==> src/rtl/crypt_pkg.sv <==
// crypt_pkg: shared types and constants for the crypt UART transmit path
package crypt_pkg;
  typedef enum logic [1:0] {IDLE = 2'd0, START = 2'd1, DATA = 2'd2, STOP = 2'd3} state_t;
  localparam int CLKS_PER_BIT_DEF = 868;
  typedef logic [7:0] byte_t;
endpackage

==> src/rtl/byte_fifo.sv <==
// byte_fifo: first-word-fall-through synchronous FIFO
module byte_fifo #(
  parameter int WIDTH = 8,
  parameter int DEPTH = 4
) (
  input  logic                     clk,
  input  logic                     rst,
  input  logic                     push,
  input  logic                     pop,
  input  logic [WIDTH-1:0]         din,
  output logic [WIDTH-1:0]         dout,
  output logic [$clog2(DEPTH):0]   count,
  output logic                     full,
  output logic                     empty
);
  localparam int AW = $clog2(DEPTH);
  localparam logic [AW:0] FULL_CNT = (AW+1)'(DEPTH);
  logic [WIDTH-1:0] mem [DEPTH];
  logic [AW-1:0] wp, rp;
  assign dout = mem[rp];
  assign full = count == FULL_CNT;
  assign empty = count == '0;
  always_ff @(posedge clk)
    if (push) mem[wp] <= din;
  always_ff @(posedge clk) begin
    if (rst) begin
      wp <= '0;
      rp <= '0;
      count <= '0;
    end else begin
      wp <= push ? wp + 1'b1 : wp;
      rp <= pop ? rp + 1'b1 : rp;
      count <= (push && !pop) ? count + 1'b1 : (pop && !push) ? count - 1'b1 : count;
    end
  end
endmodule

==> src/rtl/crypt_uart_tx.sv <==
// crypt_uart_tx: buffers crypt output bytes and sends them as 8N1 UART frames
module crypt_uart_tx
  import crypt_pkg::*;
#(
  parameter int CLKS_PER_BIT = CLKS_PER_BIT_DEF,
  parameter int FIFO_DEPTH = 4
) (
  input  logic       clk,
  input  logic       rst,
  input  logic       start_in,
  input  logic [7:0] data_in,
  output logic       ready_out,
  output logic       tx,
  output logic       busy,
  output logic       overflow
);
  localparam logic [15:0] LAST = 16'(CLKS_PER_BIT - 1);
  localparam int CW = $clog2(FIFO_DEPTH) + 1;
  state_t state, next;
  logic alive, push, pop, full, empty, bit_end;
  logic [CW-1:0] count;
  byte_t dout, shift, shift_nxt;
  logic [15:0] cnt;
  logic [2:0] idx;
  assign ready_out = alive && !full;
  assign push = start_in && ready_out;
  assign busy = state != IDLE || count != '0;
  assign bit_end = cnt == LAST;
  byte_fifo #(.WIDTH(8), .DEPTH(FIFO_DEPTH)) u_fifo (
    .clk(clk),
    .rst(rst),
    .push(push),
    .pop(pop),
    .din(data_in),
    .dout(dout),
    .count(count),
    .full(full),
    .empty(empty)
  );
  // a pop always lands in START, so a STOP-end pop chains frames with no gap
  always_comb begin
    pop = (state == IDLE || (state == STOP && bit_end)) && !empty;
    next = pop ? START
         : !bit_end ? state
         : state == START ? DATA
         : state == DATA ? (idx == 3'd7 ? STOP : DATA)
         : state == STOP ? IDLE : state;
    shift_nxt = pop ? dout : (state == DATA && bit_end) ? shift >> 1 : shift;
  end
  always_ff @(posedge clk) begin
    if (rst) begin
      alive <= 1'b0;
      overflow <= 1'b0;
      state <= IDLE;
      cnt <= '0;
      idx <= '0;
      shift <= '0;
      tx <= 1'b1;
    end else begin
      alive <= 1'b1;
      overflow <= overflow || (start_in && !ready_out);
      state <= next;
      cnt <= (state == IDLE || next != state || bit_end) ? '0 : cnt + 1'b1;
      idx <= pop ? '0 : (state == DATA && bit_end) ? idx + 1'b1 : idx;
      shift <= shift_nxt;
      tx <= next == START ? 1'b0 : next == DATA ? shift_nxt[0] : 1'b1;
    end
  end
endmodule

==> config.mk <==
export PLATFORM = sky130hd
export DESIGN_NAME = crypt_uart_tx
export DESIGN_NICKNAME = d
export VERILOG_FILES = /design/src/rtl/crypt_pkg.sv /design/src/rtl/byte_fifo.sv /design/src/rtl/crypt_uart_tx.sv
export SDC_FILE = /design/constraint.sdc
export NUM_CORES = 1
export LEC_CHECK = 0
export CAP_MARGIN = 15
export CORE_ASPECT_RATIO = 0.7
export CORE_UTILIZATION = 50
export CTS_BUF_LIST = sky130_fd_sc_hd__clkbuf_2 sky130_fd_sc_hd__clkbuf_4 sky130_fd_sc_hd__clkbuf_8
export DETAILED_ROUTE_END_ITERATION = 7
export MAX_ROUTING_LAYER = met4
export PLACE_DENSITY = 0.76
export SLEW_MARGIN = 20
export SYNTH_ARGS = -nofsm -noshare
export SYNTH_HDL_FRONTEND = slang
export SYNTH_SLANG_ARGS = --single-unit
export TNS_END_PERCENT = 20
==> constraint.sdc <==
create_clock -name clk -period 2.65 [get_ports clk]
set_input_delay 0.265 -clock clk [delete_from_list [all_inputs] [get_ports clk]]
set_output_delay 0.265 -clock clk [all_outputs]
set_load 0.05 [all_outputs]
# ---- Word level (Yosys, flattened, before mapping)
# Memory sizes are Yosys's and may differ from the RTL's. A register that Yosys moved wholly into a read port is not among the register bits.
# Cells that the tools add are included.
dict set report word_totals {
  ff_bits 39
  mem_bits_rw 32
  in_bits 11
  out_inout_bits 4
  word_cells 70
  mem_count 1
}
# memory words width read_ports rd_clocked_by_memory_dff write_ports line
set mem_list {}
lappend mem_list {u_fifo.mem 4 8 1 1 1 byte_fifo.sv:18} ;# logic [WIDTH-1:0] mem [DEPTH];
dict set report op_classes {
  addsub 6
  eq_ne 9
  mux 17
  reduce_logical 26
}
# op count
set ops {}
lappend ops {{adder 16 x 1 -> 16 bit (second input constant)} 1}
lappend ops {{== test 16 x 10 -> 1 bit (second input constant)} 1}
lappend ops {{two-way mux 8 bit} 2}
lappend ops {{two-way mux 2 bit} 7}
lappend ops {{logical AND 1 bit} 8}
lappend ops {{adder 3 x 1 -> 3 bit (second input constant)} 2}
lappend ops {{== test 2 bit (second input constant)} 3}
lappend ops {{== test 3 bit (second input constant)} 2}
lappend ops {{two-way mux 1 bit} 6}
lappend ops {{two-way mux 3 bit} 2}
lappend ops {{nonzero test 2 bit} 3}
lappend ops {{logical NOT 1 bit} 5}
lappend ops {{logical OR 1 bit} 5}
lappend ops {{adder 2 x 1 -> 2 bit (second input constant)} 2}
lappend ops {{== test 2 x 1 -> 1 bit (second input constant)} 2}
lappend ops {{OR reduction 2 bit} 2}
lappend ops {{logical NOT 3 bit} 1}
lappend ops {{nonzero test 3 bit} 1}
lappend ops {{subtractor 3 x 1 -> 3 bit (second input constant)} 1}
lappend ops {{logical NOT 2 bit} 1}
lappend ops {{inequality test 2 bit} 1}

# ---- Longest topological paths before layout
# Gate-level depths: netlist of the first run.
dict set report depth {
  ltp_word 10
  ltp_mapped 11
  ltp_nobuf 10
}

# ---- By module
# From an unflattened synthesis of the first run, not the netlist that was laid out.
dict set report unflattened {
  hier_cells 251
  area_unflattened_um2 3155.5
}
# mod n_inst cells_per_inst area_per_inst_um2 seq_area_each_um2
set modules_own_cells {}
lappend modules_own_cells {byte_fifo 1 86 1586.5 1141.1}
lappend modules_own_cells {crypt_uart_tx 1 165 1569.0 640.6}

# ---- Worst setup path before layout of the first run
# OpenSTA, ideal clock, no wires.
dict set report synth_timing {
  kind {reg2reg}
  start {reg u_fifo.count[0]}
  end {reg u_fifo.count[2]}
  setup_ps 71
  arrival_ps 2944
  slack_ps -365
  stages_incl_launch_ff 11
  n_path_buf 1
  period_less_slack_ps 3015
  path_cell_list {dfxtp_1 -> nor2_1 -> a21boi_1 -> and2_1 -> clkbuf_1 -> ha_1 -> inv_1 -> fa_1 -> xor2_1 -> or3_1 -> a21oi_1}
}
dict set report synth_via {
  elab_chain_len 7
}
# item line
set synth_lines {}
lappend synth_lines {{from (decl)} byte_fifo.sv:12} ;# output logic [$clog2(DEPTH):0] count,
lappend synth_lines {{from (signal assigned)} byte_fifo.sv:33} ;# count <= (push && !pop) ? count + 1'b1 : (pop && !push) ? count - 1'b1 : count;
lappend synth_lines {{== test 3 bit *} byte_fifo.sv:21} ;# assign full = count == FULL_CNT;
lappend synth_lines {{logical NOT 1 bit *} crypt_uart_tx.sv:25} ;# assign ready_out = alive && !full;
lappend synth_lines {{logical AND 1 bit *} crypt_uart_tx.sv:25}
lappend synth_lines {{named net ready_out} crypt_uart_tx.sv:12} ;# output logic ready_out,
lappend synth_lines {{logical AND 1 bit *} crypt_uart_tx.sv:26} ;# assign push = start_in && ready_out;
lappend synth_lines {{named net push} crypt_uart_tx.sv:20} ;# logic alive, push, pop, full, empty, bit_end;
lappend synth_lines {{logical NOT 1 bit} byte_fifo.sv:33}
lappend synth_lines {{logical AND 1 bit} byte_fifo.sv:33}
lappend synth_lines {{nonzero test 2 bit (no line)} -}
# The timed path passes the listed nets; every way through them passes the cells marked *. The select of a mux whose other input is x is not followed.
# A chain may end at the register's enable or synchronous reset.

# ---- Worst setup path in the final report of the first run
dict set report layout_timing {
  start {reg cnt[0]}
  end {reg u_fifo.count[2]}
}
dict set report layout_via {
  elab_chain_len 7
}
# item line
set layout_lines {}
lappend layout_lines {{from (decl)} crypt_uart_tx.sv:23} ;# logic [15:0] cnt;
lappend layout_lines {{from (signal assigned)} crypt_uart_tx.sv:63} ;# cnt <= (state == IDLE || next != state || bit_end) ? '0 : cnt + 1'b1;
lappend layout_lines {{== test 16 x 10 -> 1 bit *} crypt_uart_tx.sv:28} ;# assign bit_end = cnt == LAST;
lappend layout_lines {{logical AND 1 bit *} crypt_uart_tx.sv:42} ;# pop = (state == IDLE || (state == STOP && bit_end)) && !empty;
lappend layout_lines {{logical OR 1 bit *} crypt_uart_tx.sv:42}
lappend layout_lines {{logical AND 1 bit *} crypt_uart_tx.sv:42}
lappend layout_lines {{logical NOT 1 bit} byte_fifo.sv:33}
lappend layout_lines {{logical AND 1 bit} byte_fifo.sv:33}
lappend layout_lines {{two-way mux 3 bit or nonzero test 2 bit (tied branches)} -}
# Mark *: on every way between the ends. The rest lies on a longest branch, timed or not.

==> out/qor.yml, run 1 <==
netlist_area_um2: 3110
cts.sinks: 73
die_w_um: 96.3
r2r-end: "u_fifo.count[2]$_SDFFE_PP0P_"
htree_levels: 3
final_nets: 304
dp_hpwl_mm: 3.79
grt_pass1_wl_mm: 9.03
vdd_drop_max_mv: 0.437
synth_nets: 287
slew_headroom: 0.636
multi_input_area_um2: 1230
crit_arrival_ns: 2.78
antenna-diode-count: 0
cp_data_required_time_ns: 2.94
drv_cap: 0
finalSetupViolCount: 0
netlist_instances: 263
cts_setup_buffers: 0
synthFlopType: "dfxtp_1"
routed_wirelength_mm: 5.54
clk_path_buf_depth: 2
antenna_found_initial: 0
wl_per_cell_um: 15.4
gp_congestion: 0.787
initial_utilization: 0.530
leakage_nw: 1.22
status: "completed"
async_flop_share: 0
worst_setup_path_end_kind: "flip-flop"
start_kind: "flip-flop"
finalCriticalPeriod_ns: 2.49
worst_pin_slew_ns: 0.545
p_per_area_nw_per_um2: 870
grt_max_degree: 22
critPathKind: "reg -> reg"
dieArea_um2: 6550
nFillCells: 483
via_per_inst: 5.43
holdBufCountCts: 0
min-delay-start: "idx[1]$_SDFFE_PP0N_"
io_buffers: 14
hp-class: "reg -> reg"
dr.pass1.iters: 4
clk_pin_slew_worst_paths_ns: 0.08
core_area_um2: 5870
drcViolationCount: 0
drive_gt1_frac: 0.123
timing.final.crit_share: 0.940
first_global_vias: 1835
postLayoutCoreUtil: 0.601
reg2reg_from: "cnt[0]$_SDFF_PP0_"
drtIter0Drc: 86
worstPathMaxFanout: 4
grt_overflow_total: 0
seq_area_frac_synth: 0.573
rr_worst_depth: 10
avgSynthCellArea_um2: 11.8
ctsRootBufferMaster: "clkbuf_8"
antenna_left: 0
grt_usage: 0.201
rsz0062_at_grt: "no"
rrSetupSlack_ns: 0.16
min_path_cells: 2
num_rows: 23
vias: 1954
synth-edff-count: 32
tns_ns: 0
ys_ff_latch: 73
regArea_um2: 1780
syn2layout_area_growth_pct: 13.4
die_height_um: 68.0
design.portCount: 15
yosys_warnings: 0
hold_path_end: "idx[1]$_SDFFE_PP0N_"
cts_tree: "yes"
fmax_mhz: 401
hold_violations: 0
report.final.slew_viol_count: 0
skew_ns: 0.00929
insertion_delay_ns: 0.36
ctsResizeCount: 0
cts_buffers: 9
ys_types: 41
p_total_mw: 3.07
sequential cells by signal, indices dropped and copies added (netlist names), named ones only:
signal,count
u_fifo.wp,2
alive,1
shift,8
state,2
cnt,16
u_fifo.mem,32
u_fifo.count,3
idx,3
u_fifo.rp,2
tx,1
overflow,1
metrics by stage:
step           setup WS, ns  std cells  cell area [um2]  hold WS, ns
2_1_floorplan       0.00476        263             3120        0.364
3_3_place_gp          0.328        344             3320        0.443
3_5_place_dp          0.217        344             3320        0.453
4_1_cts               0.166        360             3530        0.465
5_1_grt              0.0416        360             3530        0.491
6_report              0.158        360             3530        0.464
cells by family (layout without fill, tap and decap cells):
group / Yosys count / count (layout) / share of synthesized area
AND/OR/NAND/NOR: 103 / 103 / 0.169
multiplexers: 12 / 12 / 0.0712
adder cells (fa/ha/maj): 13 / 13 / 0.0547
XOR/XNOR: 18 / 18 / 0.0507
buffers and inverters: 24 / 46 / 0.0338
AO/OA/AOI/OAI: 20 / 20 / 0.0478
flip-flops: 73 / 73 / 0.573
power breakdown:
part,internal (mW),switching (mW)
clock,0.452,0.448
combinational,0.336,0.403
sequential,1.31,0.124
worst max-delay path by stage:
stage,end,slack (ns),startpoint
after CTS,u_fifo.count[2]$_SDFFE_PP0P_,0.17,cnt[0]$_SDFF_PP0_
after global placement,u_fifo.count[2]$_SDFFE_PP0P_,0.33,cnt[0]$_SDFF_PP0_
final,u_fifo.count[2]$_SDFFE_PP0P_,0.16,cnt[0]$_SDFF_PP0_
after global routing,u_fifo.count[2]$_SDFFE_PP0P_,0.04,cnt[0]$_SDFF_PP0_
after floorplan,u_fifo.count[2]$_SDFFE_PP0P_,0.005,u_fifo.count[0]$_SDFFE_PP0P_
after detailed placement,u_fifo.count[2]$_SDFFE_PP0P_,0.22,cnt[0]$_SDFF_PP0_
layout make-up:
cell class / instances / area share
Sequential cell: 73 / 0.505
Multi-Input combinational cell: 166 / 0.348
Timing Repair Buffer: 18 / 0.0482
Clock buffer: 9 / 0.0351
Tap cell: 75 / 0.0266
Clock inverter: 7 / 0.0241
Inverter: 12 / 0.0128
cells in the final DEF (no fill, tap or decap), drive strengths merged, types with 9 or more instances in the layout:
cell            n
clkdlybuf4s50  14
clkbuf          9
edfxtp         32
nor2           34
nand3          20
inv            15
nand2          17
ha             12
dfxtp          41
xor2           11
Yosys cell counts (all sizes together), types with 3 or more instances:
library cell	instances	area [um2]
a21oi	8	40.0
a311oi	7	61.3
and3	5	31.3
buf	7	40.0
clkbuf	5	20.0
dfxtp	41	821
edfxtp	32	961
ha	12	150
inv	12	45.0
mux2i	3	30.0
mux4	8	180
nand2	17	66.3
nand3	20	100
nand4	4	25.0
nor2	34	128
nor2b	3	21.3
nor3	5	25.0
nor4	3	25.0
or3	3	18.8
xnor2	7	61.3
xor2	11	96.3
critical path: stages, from the launching register on:
cell       delay (ns)
dfxtp_1          0.34
ha_1             0.25
nor4b_4          0.15
nand4_1          0.20
a2bb2oi_2        0.21
ha_1             0.21
inv_1            0.06
fa_1             0.37
xor2_1           0.16
or3_1            0.32
a21oi_1          0.15
layer usage:
metal / wire [um] / GRT usage
met1: 2700 / 0.259
met2: 2500 / 0.289
met3: 228 / 0.0600
met4: 114 / 0.0993
met5: 0 / -
Power figures use the tool's default switching activity.
==> run 2, diff against run 1 <==
--- a/config.mk
+++ b/config.mk
@@ -7,11 +7,11 @@
 export LEC_CHECK = 0
 export CAP_MARGIN = 15
 export CORE_ASPECT_RATIO = 0.7
-export CORE_UTILIZATION = 50
+export CORE_UTILIZATION = 56
 export CTS_BUF_LIST = sky130_fd_sc_hd__clkbuf_2 sky130_fd_sc_hd__clkbuf_4 sky130_fd_sc_hd__clkbuf_8
 export DETAILED_ROUTE_END_ITERATION = 7
 export MAX_ROUTING_LAYER = met4
-export PLACE_DENSITY = 0.76
+export PLACE_DENSITY = 0.83
 export SLEW_MARGIN = 20
 export SYNTH_ARGS = -nofsm -noshare
 export SYNTH_HDL_FRONTEND = slang
==> run 2 against run 1 <==
Effect of this change:
- combinational power shrank 2%
- global-route usage grew 0.92 points
- design area shrank 0.43%
- sequential cell count is the same
- die area shrank 10%
- highest routed layer unchanged
==> out/qor.yml, run 2 (synthesis results as in run 1) <==
status: "completed"  # unchanged
fmax_mhz: 412  # was 401 MHz
report.final.slew_viol_count: 0  # unchanged
dieArea_um2: 5860  # was 6550 um2
drtIter0Drc: 112  # was 86
io_buffers: 14  # unchanged
finalCriticalPeriod_ns: 2.43  # was 2.49 ns
routed_wirelength_mm: 5.20  # was 5.54 mm
fin_cells: 357  # was 360
vias: 1950  # was 1,954
drcViolationCount: 0  # unchanged
tns_ns: 0  # unchanged
drv_cap: 0  # unchanged
pwr-share-seq: 0.478  # was 0.466
hp-class: "reg -> reg"  # unchanged
nFillCells: 406  # was 483
layout.cells.most_common: "dfxtp_1"  # unchanged
worst_setup_path_end_kind: "flip-flop"  # unchanged
final_nets: 304  # unchanged
dr.pass1.iters: 4  # unchanged
p_switching_mw: 0.979  # was 0.975 mW
clk_path_buf_depth: 2  # unchanged
dpl.cell_count: 341  # was 344
antenna-diode-count: 0  # unchanged
die_w_um: 91.1  # was 96.3 um
gp_congestion: 0.806  # was 0.787
p_int_mw: 2.01  # was 2.09 mW
syn2layout_area_growth_pct: 12.9  # was 13.4%
timing.final.crit_share: 0.916  # was 0.940
grt_pass1_wl_mm: 8.86  # was 9.03 mm
insertion_delay_ns: 0.35  # was 0.36 ns
cts.sinks: 73  # unchanged
rrSetupSlack_ns: 0.22  # was 0.16 ns
worst_pin_slew_ns: 0.557  # was 0.545 ns
reg_top3: "u_fifo.mem: 32 flops, cnt: 16 flops, shift: 8 flops"  # unchanged
finalSetupViolCount: 0  # unchanged
path_delay_family: "adder cells"  # unchanged
place_ws_ns: 0.220  # was 0.217 ns
hold_ws_ns: 0.460  # was 0.464 ns
first_global_vias: 1845  # was 1,835
largest_register_ffs: 32  # unchanged
htree_levels: 3  # unchanged
wl_per_cell_um: 14.6  # was 15.4 um
leakage_nw: 1.22  # about the same
cts_buffers: 9  # unchanged
cp_data_required_time_ns: 2.94  # about the same
critPathBufInv: 1  # unchanged
worstPathMaxFanout: 4  # unchanged
cpMostUsedCell: "ha_1"  # unchanged
critPathKind: "reg -> reg"  # unchanged
antenna_found_initial: 0  # unchanged
clockPowerShare: 0.280  # was 0.293
worst_slack_ns: 0.223  # was 0.158 ns
num_rows: 22  # was 23
design.portCount: 15  # unchanged
dp_hpwl_mm: 3.77  # was 3.79 mm
grt_max_degree: 22  # unchanged
antenna_left: 0  # unchanged
via_per_inst: 5.46  # was 5.43
skew_ns: 0.00804  # was 0.00929 ns
cts_tree: "yes"  # unchanged
p_per_area_nw_per_um2: 851  # was 870 nW/um2
core_area_um2: 5290  # was 5870 um2
ctsResizeCount: 0  # unchanged
path_cells: "ha_1 > nor4b_4 > nand4_1 > a2bb2oi_2 > ha_1 > inv_1 > fa_1 > xor2_1 > or3_1 > a21oi_1"  # unchanged
start_kind: "flip-flop"  # unchanged
cts_setup_buffers: 0  # unchanged
die_height_um: 64.4  # was 68.0 um
holdBufCountCts: 0  # unchanged
comb_power_share: 0.243  # was 0.241
final_cell_mix: "dfxtp_1, nor2_1, edfxtp_1"  # unchanged
hold_violations: 0  # unchanged
vdd_drop_max_mv: 0.540  # was 0.437 mV
drive_gt1_frac: 0.123  # unchanged
grt_overflow_total: 0  # unchanged
slowest_delay_ns: 0.37  # about the same
ctsRootBufferMaster: "clkbuf_8"  # unchanged
crit_arrival_ns: 2.71  # was 2.78 ns
p_sw_frac: 0.327  # was 0.318
slowest_stage: "fa_1"  # unchanged
clk_pin_slew_worst_paths_ns: 0.08  # about the same
rsz0062_at_grt: "no"  # unchanged
initial_utilization: 0.589  # was 0.530
top_register: "u_fifo.mem"  # unchanged
slew_headroom: 0.629  # was 0.636
grt_usage: 0.210  # was 0.201
[run 2: cell type report]
type / count / area (um2) / share of cell area
Clock inverter: 7 / 73.8 / 0.0210
Clock buffer: 9 / 124 / 0.0353
Inverter: 12 / 45.0 / 0.0128
Timing Repair Buffer: 18 / 170 / 0.0484
Tap cell: 72 / 90.1 / 0.0256
Sequential cell: 73 / 1780 / 0.507
Multi-Input combinational cell: 166 / 1230 / 0.350
[run 2: power groups by stage]
stage / combinational [mW] / sequential, mW / clock, mW
after detailed placement: 0.730 / 1.46 / 0
after floorplan: 0.599 / 1.42 / 0
after global placement: 0.711 / 1.45 / 0
final: 0.726 / 1.43 / 0.836
after CTS: 0.732 / 1.43 / 0.860
after global routing: 0.796 / 1.45 / 0.902
[run 2: final timing paths]
| path | from | end | cells after the start |
|---|---|---|---|
| worst max register to register | cnt[0]$_SDFF_PP0_ | u_fifo.count[2]$_SDFFE_PP0P_ | 10 |
| worst min-delay path | idx[2]$_SDFFE_PP0N_ | idx[2]$_SDFFE_PP0N_ | 2 |
| worst min register to register | idx[2]$_SDFFE_PP0N_ | idx[2]$_SDFFE_PP0N_ | 2 |
| worst max-delay path | cnt[0]$_SDFF_PP0_ | u_fifo.count[2]$_SDFFE_PP0P_ | 10 |
[run 2: per-stage QoR]
stage          instance area, um2   util  total power [mW]
6_report                     3510  0.665              2.99
5_1_grt                      3510  0.665              3.15
4_1_cts                      3510  0.665              3.02
3_5_place_dp                 3320  0.627              2.19
3_3_place_gp                 3320  0.627              2.16
2_1_floorplan                3120      -              2.02
[run 2: worst register-to-register path, cell delays in order, from the launching register on]
cell       delay (ns)
dfxtp_1          0.35
ha_1             0.25
nor4b_4          0.15
nand4_1          0.19
a2bb2oi_2        0.20
ha_1             0.20
inv_1            0.06
fa_1             0.37
xor2_1           0.15
or3_1            0.30
a21oi_1          0.15
[run 2: per-layer routing]
layer | vias to the layer above | track usage | share of wire
met5 | - | - | 0
met1 | 922 | 0.261 | 0.49
met3 | 8 | 0.0690 | 0.044
li1 | 974 | - | -
met4 | 0 | 0.0774 | 0.013
met2 | 46 | 0.323 | 0.45
==> run 3, diff against run 2 <==
--- a/config.mk
+++ b/config.mk
@@ -16,4 +16,4 @@
 export SYNTH_ARGS = -nofsm -noshare
 export SYNTH_HDL_FRONTEND = slang
 export SYNTH_SLANG_ARGS = --single-unit
-export TNS_END_PERCENT = 20
+export TNS_END_PERCENT = 10
==> results of run 3 <==
The final DEF is identical to that of run 2; final timing and power are the same.
